$ cat config.mk
export PLATFORM = sky130hd
export DESIGN_NAME = regfile_wb_arbiter
export DESIGN_NICKNAME = d
export VERILOG_FILES = /design/src/rtl/regfile_wb_arbiter.sv
export SDC_FILE = /design/constraint.sdc
export NUM_CORES = 1
export LEC_CHECK = 0
export ABC_AREA = 0
export ABC_CLOCK_PERIOD_IN_PS = 4500
export CAP_MARGIN = 20
export CORE_MARGIN = 5
export CORE_UTILIZATION = 44
export DETAILED_ROUTE_END_ITERATION = 12
export GPL_TIMING_DRIVEN = 0
export PLACE_DENSITY = 0.77
export SYNTH_ARGS = -nofsm -noshare
export SYNTH_HDL_FRONTEND = slang
export SYNTH_SLANG_ARGS = --single-unit
$ cat constraint.sdc
create_clock -name clk -period 4.5 [get_ports clk]
set_clock_uncertainty 0.2 [all_clocks]
set_input_delay 0.9 -clock clk [delete_from_list [all_inputs] [get_ports clk]]
set_output_delay 0.9 -clock clk [all_outputs]
set_load 0.01 [all_outputs]
$ cat src/rtl/regfile_wb_arbiter.sv
// Writeback arbiter: shares one register-file write port between ALU (s0) and LSU (s1),
// and keeps a pending-write scoreboard that issue claims and writeback clears.
module regfile_wb_arbiter (
    input  logic        clk,
    input  logic        rst_n,
    input  logic        s0_valid,
    input  logic [4:0]  s0_rd,
    input  logic [31:0] s0_data,
    output logic        s0_ready,
    input  logic        s1_valid,
    input  logic [4:0]  s1_rd,
    input  logic [31:0] s1_data,
    output logic        s1_ready,
    input  logic        iss_valid,
    input  logic [4:0]  iss_rd,
    output logic        iss_stall,
    input  logic [4:0]  q_addr1,
    input  logic [4:0]  q_addr2,
    output logic        q_busy1,
    output logic        q_busy2,
    input  logic        flush,
    output logic        we,
    output logic [4:0]  waddr,
    output logic [31:0] wdata
);

    logic        last_s1;   // 1: s1 was granted most recently, so s0 wins the next tie
    logic [31:0] pending;
    logic [31:0] pend_nxt;
    logic        claim;

    assign s0_ready = rst_n & s0_valid & (~s1_valid | last_s1);
    assign s1_ready = rst_n & s1_valid & (~s0_valid | ~last_s1);

    // A write on the port this cycle is already visible to readers through forwarding
    assign iss_stall = rst_n & iss_valid & pending[iss_rd] & ~(we && waddr == iss_rd);
    assign q_busy1   = rst_n & pending[q_addr1] & ~(we && waddr == q_addr1);
    assign q_busy2   = rst_n & pending[q_addr2] & ~(we && waddr == q_addr2);

    assign claim = iss_valid && (iss_rd != 5'd0) && !iss_stall;

    always_ff @(posedge clk or negedge rst_n) begin
        if (!rst_n) begin
            last_s1 <= 1'b1;
        end else if (s0_ready) begin
            last_s1 <= 1'b0;
        end else if (s1_ready) begin
            last_s1 <= 1'b1;
        end
    end

    always_ff @(posedge clk or negedge rst_n) begin
        if (!rst_n) begin
            we    <= 1'b0;
            waddr <= 5'd0;
            wdata <= 32'd0;
        end else begin
            we <= (s0_ready && s0_rd != 5'd0) || (s1_ready && s1_rd != 5'd0);
            if (s0_ready) begin
                waddr <= s0_rd;
                wdata <= s0_data;
            end else if (s1_ready) begin
                waddr <= s1_rd;
                wdata <= s1_data;
            end
        end
    end

    // Clear first, then set, so a same-edge claim wins; flush overrides both
    always_comb begin
        pend_nxt = pending;
        if (we)
            pend_nxt[waddr] = 1'b0;
        if (claim)
            pend_nxt[iss_rd] = 1'b1;
        if (flush)
            pend_nxt = '0;
        pend_nxt[0] = 1'b0;
    end

    always_ff @(posedge clk or negedge rst_n) begin
        if (!rst_n)
            pending <= '0;
        else
            pending <= pend_nxt;
    end

endmodule

# Word level (Yosys, flattened, before mapping)
# Cells that the tools add are included.
[totals]
ff_bits = 70
inputBits = 95
out_inout_bits = 43
wordCells = 70
[op_classes]
n_bitwise = 22
order_cmp = 6
n_reduce_logical = 15
mux = 19
eq_ne = 3
[op_table]
columns = ["op", "n"]
rows = [
  ["2-to-1 mux 32 bit", 5],
  ["AND 32 bit", 1],
  ["inverter 32 bit", 1],
  ["bitwise OR 32 bit", 1],
  ["< comparator 5 x 6 -> 1 bit (second input constant)", 4],
  ["binary-select mux 1 bit (select 5 bit)", 3],
  ["== test 5 bit", 3],
  ["nonzero test 5 bit", 3],
  ["AND 1 bit", 11],
  ["demux 1 bit (select 5 bit)", 2],
  [">= comparator 5 x 1 -> 1 bit (second input constant)", 2],
  ["2-to-1 mux 5 bit", 2],
  ["logical AND 1 bit", 9],
  ["2-to-1 mux 1 bit", 7],
  ["inverter 1 bit", 6],
  ["bitwise OR 1 bit", 2],
  ["nonzero test 2 bit", 1],
  ["zero test 1 bit", 1],
  ["logical OR 1 bit", 1],
]

# Longest topological paths before layout
[logic_depth]
ltp_word = 10
ltp_mapped = 9
depth_no_buf = 6

# Worst setup path after synthesis
# OpenSTA, ideal clock, no wires.
[synth_path]
path_kind = "input -> output"
from = "input port q_addr1[1]"
to = "output port q_busy1"
path_slack_ps = 1051
t_required_ps = 3400
path_buffers = 1
path_stages = 7
t_arrival_ps = 2349
path_cell_list = "clkbuf_1 -> mux2_2 -> nand2_1 -> o21ai_0 -> mux4_2 -> mux2i_1 -> nor2_1"
[synth_between]
elab_chain_cells = 4
word_cells_on_any_way = 7
cone_classes = "eq/ne: 1; mux: 2; bitwise: 3; reduce/logical: 1"
[synth_lines]
columns = ["element", "line", "source"]
rows = [
  ["start: declaration", "17", "input logic [4:0] q_addr1,"],
  ["binary-select mux 1 bit (select 5 bit) / == test 5 bit (equally long branches)", "37", "assign q_busy1 = rst_n & pending[q_addr1] & ~(we && waddr == q_addr1);"],
  ["2-to-1 mux 1 bit (not written as such) / logical AND 1 bit (equally long branches)", "37", ""],
  ["AND 1 bit / inverter 1 bit (equally long branches)", "37", ""],
  ["AND 1 bit (*)", "37", ""],
  ["end: declaration", "19", "output logic q_busy1,"],
]
# Mark *: on every way between the ends. The rest lies on a longest branch, timed or not. The select of a mux whose other input is x is not followed.

# Final worst setup path
[layout_path]
from = "input port iss_rd[4]"
to = "output port iss_stall"
[layout_between]
elab_chain_cells = 4
word_cells_on_any_way = 7
cone_classes = "eq/ne: 1; mux: 2; bitwise: 3; reduce/logical: 1"
[layout_lines]
columns = ["element", "line", "source"]
rows = [
  ["start: declaration", "15", "input logic [4:0] iss_rd,"],
  ["binary-select mux 1 bit (select 5 bit) / == test 5 bit (equally long branches)", "36", "assign iss_stall = rst_n & iss_valid & pending[iss_rd] & ~(we && waddr == iss_rd);"],
  ["2-to-1 mux 1 bit (not written as such) / logical AND 1 bit (equally long branches)", "36", ""],
  ["AND 1 bit / inverter 1 bit (equally long branches)", "36", ""],
  ["AND 1 bit (*)", "36", ""],
  ["end: declaration", "16", "output logic iss_stall,"],
]
# Marks and branches as above.

==> metrics.txt <==
# TYPE chip_impl_metric gauge
chip_impl_metric{name="place_ws",unit="ns"} 0.0517
chip_impl_metric{name="synth_area_per_cell",unit="um2"} 10.1
chip_impl_metric{name="htree_num_levels",unit=""} 3
chip_impl_metric{name="p_sw_share",unit="%"} 30.0
chip_impl_metric{name="fin_nets",unit=""} 664
chip_impl_metric{name="reg2reg_depth",unit=""} 7
chip_impl_metric{name="min_period_over_period",unit="%"} 97.2
chip_impl_metric{name="globalRouteTotalUtil",unit="%"} 25.0
chip_impl_metric{name="crit_fanout",unit=""} 10
chip_impl_metric{name="clock_insertion_delay_worst_skew",unit="ns"} 0.35
chip_impl_metric{name="netlist_area",unit="mm2"} 0.00428
chip_impl_metric{name="slew_viol_final",unit=""} 0
chip_impl_metric{name="global_route_wire_length_before_repair",unit="mm"} 22.8
chip_impl_metric{name="postRouteAntennaNets",unit=""} 0
chip_impl_info{name="r2r-end",value="pending[24]"} 1
chip_impl_metric{name="synth-xor-area-share",unit="%"} 3.07
chip_impl_info{name="status",value="complete, no violations"} 1
chip_impl_metric{name="drc",unit=""} 0
chip_impl_info{name="criticalPathCategory",value="in -> out"} 1
chip_impl_metric{name="irDropWorstVdd",unit="mV"} 0.182
chip_impl_metric{name="number_of_enable_flip_flop_cells_after_synthesis",unit=""} 0
chip_impl_metric{name="max_cap_violations",unit=""} 0
chip_impl_metric{name="dr_total_vias",unit=""} 4191
chip_impl_metric{name="timing.final.hold_violations",unit=""} 0
chip_impl_metric{name="port_buffers",unit=""} 132
chip_impl_metric{name="initial_core_utilization",unit="%"} 44.4
chip_impl_metric{name="slew_headroom",unit="%"} 54.1
chip_impl_metric{name="number_of_global_route_vias_before_repair",unit=""} 4397
chip_impl_metric{name="post_cts_hold_buffer_count",unit=""} 0
chip_impl_metric{name="internal_power",unit="mW"} 1.26
chip_impl_metric{name="power_frac_clock",unit="%"} 30.4
chip_impl_metric{name="place.detailed.hpwl",unit="mm"} 11.2
chip_impl_metric{name="max_freq",unit="GHz"} 0.229
chip_impl_metric{name="cp.arrival",unit="ns"} 3.27
chip_impl_metric{name="antenna_found_initial",unit=""} 0
chip_impl_info{name="synth_top_cell_by_area",value="sky130_fd_sc_hd__dfrtp_1"} 1
chip_impl_info{name="rsz0062_at_grt",value="false"} 1
chip_impl_metric{name="power_leakage",unit="nW"} 2.47
chip_impl_metric{name="num_antenna_cells",unit=""} 0
chip_impl_metric{name="yosys.area.top_type_share",unit="%"} 40.3
chip_impl_metric{name="vias_per_instance",unit=""} 5.93
chip_impl_metric{name="period_minus_slack",unit="ns"} 4.37
chip_impl_metric{name="globalplace.congestion",unit=""} 0.948
chip_impl_metric{name="post_synthesis_compound_gate_area_fraction",unit="%"} 19.1
chip_impl_info{name="synth_flop_cell",value="sky130_fd_sc_hd__dfrtp_1"} 1
chip_impl_metric{name="comb_power_share",unit="%"} 28.8
chip_impl_metric{name="layout_cells_sized_above_1",unit="%"} 10.6
chip_impl_metric{name="core.rowCount",unit=""} 36
chip_impl_info{name="worst_r2r_startpoint",value="pending[16]"} 1
chip_impl_metric{name="syn-instance-count",unit=""} 425
chip_impl_metric{name="drt_wl_total",unit="mm"} 14.3
chip_impl_metric{name="worst_hold_slack",unit="ns"} 0.255
chip_impl_metric{name="dr.pass1.iters",unit=""} 7
chip_impl_metric{name="pwr-share-seq",unit="%"} 40.8
chip_impl_metric{name="drt-initial-drc-count",unit=""} 448
chip_impl_metric{name="synthArstFlopShare",unit="%"} 100
chip_impl_metric{name="fp.dieW",unit="um"} 109
chip_impl_metric{name="fraction_of_the_mapped_netlist_area_in_simple_logic_gates",unit="%"} 15.7
chip_impl_metric{name="cts_made_buffers",unit=""} 9
chip_impl_metric{name="number_of_synthesis_warnings",unit=""} 0
chip_impl_metric{name="p_switching",unit="mW"} 0.541
chip_impl_metric{name="setup_viol_count_final",unit=""} 0
chip_impl_metric{name="core-area",unit="mm2"} 0.00964
chip_impl_info{name="setup.worst_path.start_class",value="primary input"} 1
chip_impl_metric{name="numClockSinks",unit=""} 70
chip_impl_info{name="post_synth_main_area_contributors",value="sky130_fd_sc_hd__dfrtp_1 (40%), sky130_fd_sc_hd__mux4_2 (10%), sky130_fd_sc_hd__a222oi_1 (8.6%), sky130_fd_sc_hd__o21ai_0 (4.7%), sky130_fd_sc_hd__inv_1 (3.8%)"} 1
chip_impl_info{name="min-delay-path-class",value="in -> async"} 1
chip_impl_metric{name="power_density",unit="mW/mm2"} 299
chip_impl_metric{name="synthMuxAreaShare",unit="%"} 14.1
chip_impl_metric{name="globalRouteOverflowTotal",unit=""} 0
chip_impl_info{name="critPathLaunch",value="iss_rd[4]"} 1
chip_impl_metric{name="synth_fa_ha_area_share",unit="%"} 0
chip_impl_metric{name="syn_to_final_growth",unit="%"} 40.6
chip_impl_info{name="critical_path_sink_type",value="output pin"} 1
chip_impl_metric{name="n_fill_cell",unit=""} 819
chip_impl_metric{name="die_h",unit="um"} 109
chip_impl_info{name="cts_tree",value="built"} 1
chip_impl_metric{name="netlist-cell-type-count",unit=""} 42
chip_impl_info{name="capture_point_of_the_critical_path",value="iss_stall"} 1
chip_impl_metric{name="clock_tree.buffer_depth",unit=""} 2
chip_impl_metric{name="clk_transition_reported_paths",unit="ns"} 0.08
chip_impl_metric{name="dieArea",unit="mm2"} 0.0118
chip_impl_info{name="root_buffer_selected_by_cts",value="sky130_fd_sc_hd__clkbuf_8"} 1
chip_impl_metric{name="setup_slack_on_the_worst_flop_to_flop_path",unit="ns"} 2.05
chip_impl_metric{name="boundaryPins",unit=""} 138
chip_impl_metric{name="critPathRequiredTime",unit="ns"} 3.40
chip_impl_metric{name="synthesis.nets",unit=""} 520
chip_impl_metric{name="worstMarginPinSlew",unit="ns"} 0.683
chip_impl_metric{name="synth_sequential_area_ratio",unit="%"} 40.9
chip_impl_metric{name="setup_ws",unit="ns"} 0.126
chip_impl_metric{name="wl_per_cell",unit="um"} 20.3
chip_impl_metric{name="synth-seq-cells",unit=""} 70
chip_impl_info{name="synth_top_family_by_area",value="compound AO/OA/AOI/OAI gates"} 1
chip_impl_metric{name="grt_max_degree",unit=""} 54
==> layer usage <==
metal	up-vias	share of wire, %	global-route usage (%)
met5	-	0	0
met3	27	12	9.24
met4	0	2.4	8.12
li1	1881	-	-
met2	243	48	41.0
met1	2040	37	30.6
==> worst min-delay path by stage <==
| stage | end | startpoint |
|---|---|---|
| floorplan | last_s1 | last_s1 |
| global placement | last_s1 | last_s1 |
| detailed placement | last_s1 | last_s1 |
| CTS | we | rst_n |
| global route | wdata[9] | rst_n |
| finish | pending[15] | rst_n |
==> worst max-delay path: stages <==
cell                              delay (ns)
sky130_fd_sc_hd__clkdlybuf4s50_1        0.49
sky130_fd_sc_hd__clkbuf_1               0.39
sky130_fd_sc_hd__xor2_1                 0.15
sky130_fd_sc_hd__nor4_2                 0.37
sky130_fd_sc_hd__nand3_1                0.18
sky130_fd_sc_hd__nand3_2                0.23
sky130_fd_sc_hd__nor2_1                 0.07
sky130_fd_sc_hd__clkdlybuf4s50_1        0.48
==> cell usage after synthesis, types with 2 or more instances <==
cell type / count
sky130_fd_sc_hd__dfrtp_1: 69
sky130_fd_sc_hd__inv_1: 43
sky130_fd_sc_hd__o21ai_0: 40
sky130_fd_sc_hd__nand2_1: 38
sky130_fd_sc_hd__a222oi_1: 37
sky130_fd_sc_hd__clkbuf_1: 24
sky130_fd_sc_hd__nand3b_1: 21
sky130_fd_sc_hd__mux4_2: 19
sky130_fd_sc_hd__nor2b_1: 17
sky130_fd_sc_hd__mux2i_1: 14
sky130_fd_sc_hd__nor2_1: 11
sky130_fd_sc_hd__xnor2_1: 11
sky130_fd_sc_hd__o21ai_1: 9
sky130_fd_sc_hd__nand3_1: 7
sky130_fd_sc_hd__buf_2: 5
sky130_fd_sc_hd__nand2b_1: 5
sky130_fd_sc_hd__nor3b_1: 5
sky130_fd_sc_hd__or2_2: 5
sky130_fd_sc_hd__o31ai_1: 4
sky130_fd_sc_hd__xor2_1: 4
sky130_fd_sc_hd__a21oi_1: 3
sky130_fd_sc_hd__mux2_2: 3
sky130_fd_sc_hd__nand4_1: 3
sky130_fd_sc_hd__o22ai_1: 3
sky130_fd_sc_hd__o41ai_1: 3
sky130_fd_sc_hd__or4_1: 3
sky130_fd_sc_hd__a32oi_1: 2
sky130_fd_sc_hd__buf_6: 2
sky130_fd_sc_hd__o221ai_1: 2
==> area by class of cell <==
type,instances,area (um2),share of cell area [%]
plain buffers,32,145,2.41
clock buffers,12,165,2.74
clock inverters,4,53.8,0.893
inverters,43,161,2.68
multi-input cells,280,2230,37.0
flip-flops and latches,70,1750,29.1
well taps,133,166,2.76
repair buffers,133,1350,22.4
==> cells by family (layout without fill, tap and decap cells) <==
| family | after synthesis | in the layout |
|---|---|---|
| xor gates and xnor gates | 15 | 15 |
| buffers and inverters | 75 | 224 |
| AOI/OAI and AO/OA | 108 | 108 |
| muxes | 36 | 36 |
| and+or+nand+nor | 121 | 121 |
| DFF | 70 | 70 |
==> flip-flops by register name, indices dropped and copies added (netlist names) <==
signal	cells
wdata	32
last_s1	1
we	1
pending	31
waddr	5
==> timing repair <==
item | in CTS | in global routing
endpoints found under the setup margin | 0 | 1
resized for setup | 0 | 2
setup buffers | 0 | 0
==> placed cells by master, fill, tap and decap left out, types with 7 or more instances in the layout <==
master,n
sky130_fd_sc_hd__inv_1,43
sky130_fd_sc_hd__o21ai_1,9
sky130_fd_sc_hd__xnor2_1,11
sky130_fd_sc_hd__nor2b_1,17
sky130_fd_sc_hd__clkbuf_1,24
sky130_fd_sc_hd__dfrtp_1,69
sky130_fd_sc_hd__clkdlybuf4s50_1,130
sky130_fd_sc_hd__a222oi_1,37
sky130_fd_sc_hd__mux4_2,19
sky130_fd_sc_hd__mux2i_1,14
sky130_fd_sc_hd__nand3_1,7
sky130_fd_sc_hd__nand3b_1,21
sky130_fd_sc_hd__o21ai_0,40
sky130_fd_sc_hd__nand2_1,38
sky130_fd_sc_hd__clkbuf_8,12
sky130_fd_sc_hd__nor2_1,11
==> stage by stage <==
| step | TNS (ns) | instance area (um2) | util [%] | power (mW) | std cells |
|---|---|---|---|---|---|
| 2_1_floorplan | 0 | 4280 | - | 0.969 | 425 |
| 3_3_place_gp | -122.48 | 5770 | 59.9 | 1.25 | 690 |
| 3_5_place_dp | 0 | 5800 | 60.1 | 1.26 | 691 |
| 4_1_cts | 0 | 6010 | 62.4 | 1.80 | 707 |
| 5_1_grt | 0 | 6020 | 62.5 | 1.89 | 707 |
| 6_report | 0 | 6020 | 62.5 | 1.80 | 707 |
==> power by group through the flow <==
stage	Combinational, mW	Sequential [mW]	Clock (mW)
after floorplan	0.207	0.762	0
after global placement	0.504	0.743	0
after detailed placement	0.515	0.744	0
after CTS	0.518	0.734	0.551
after global routing	0.558	0.743	0.586
final	0.519	0.735	0.548
(Power assumes the default switching activity.)
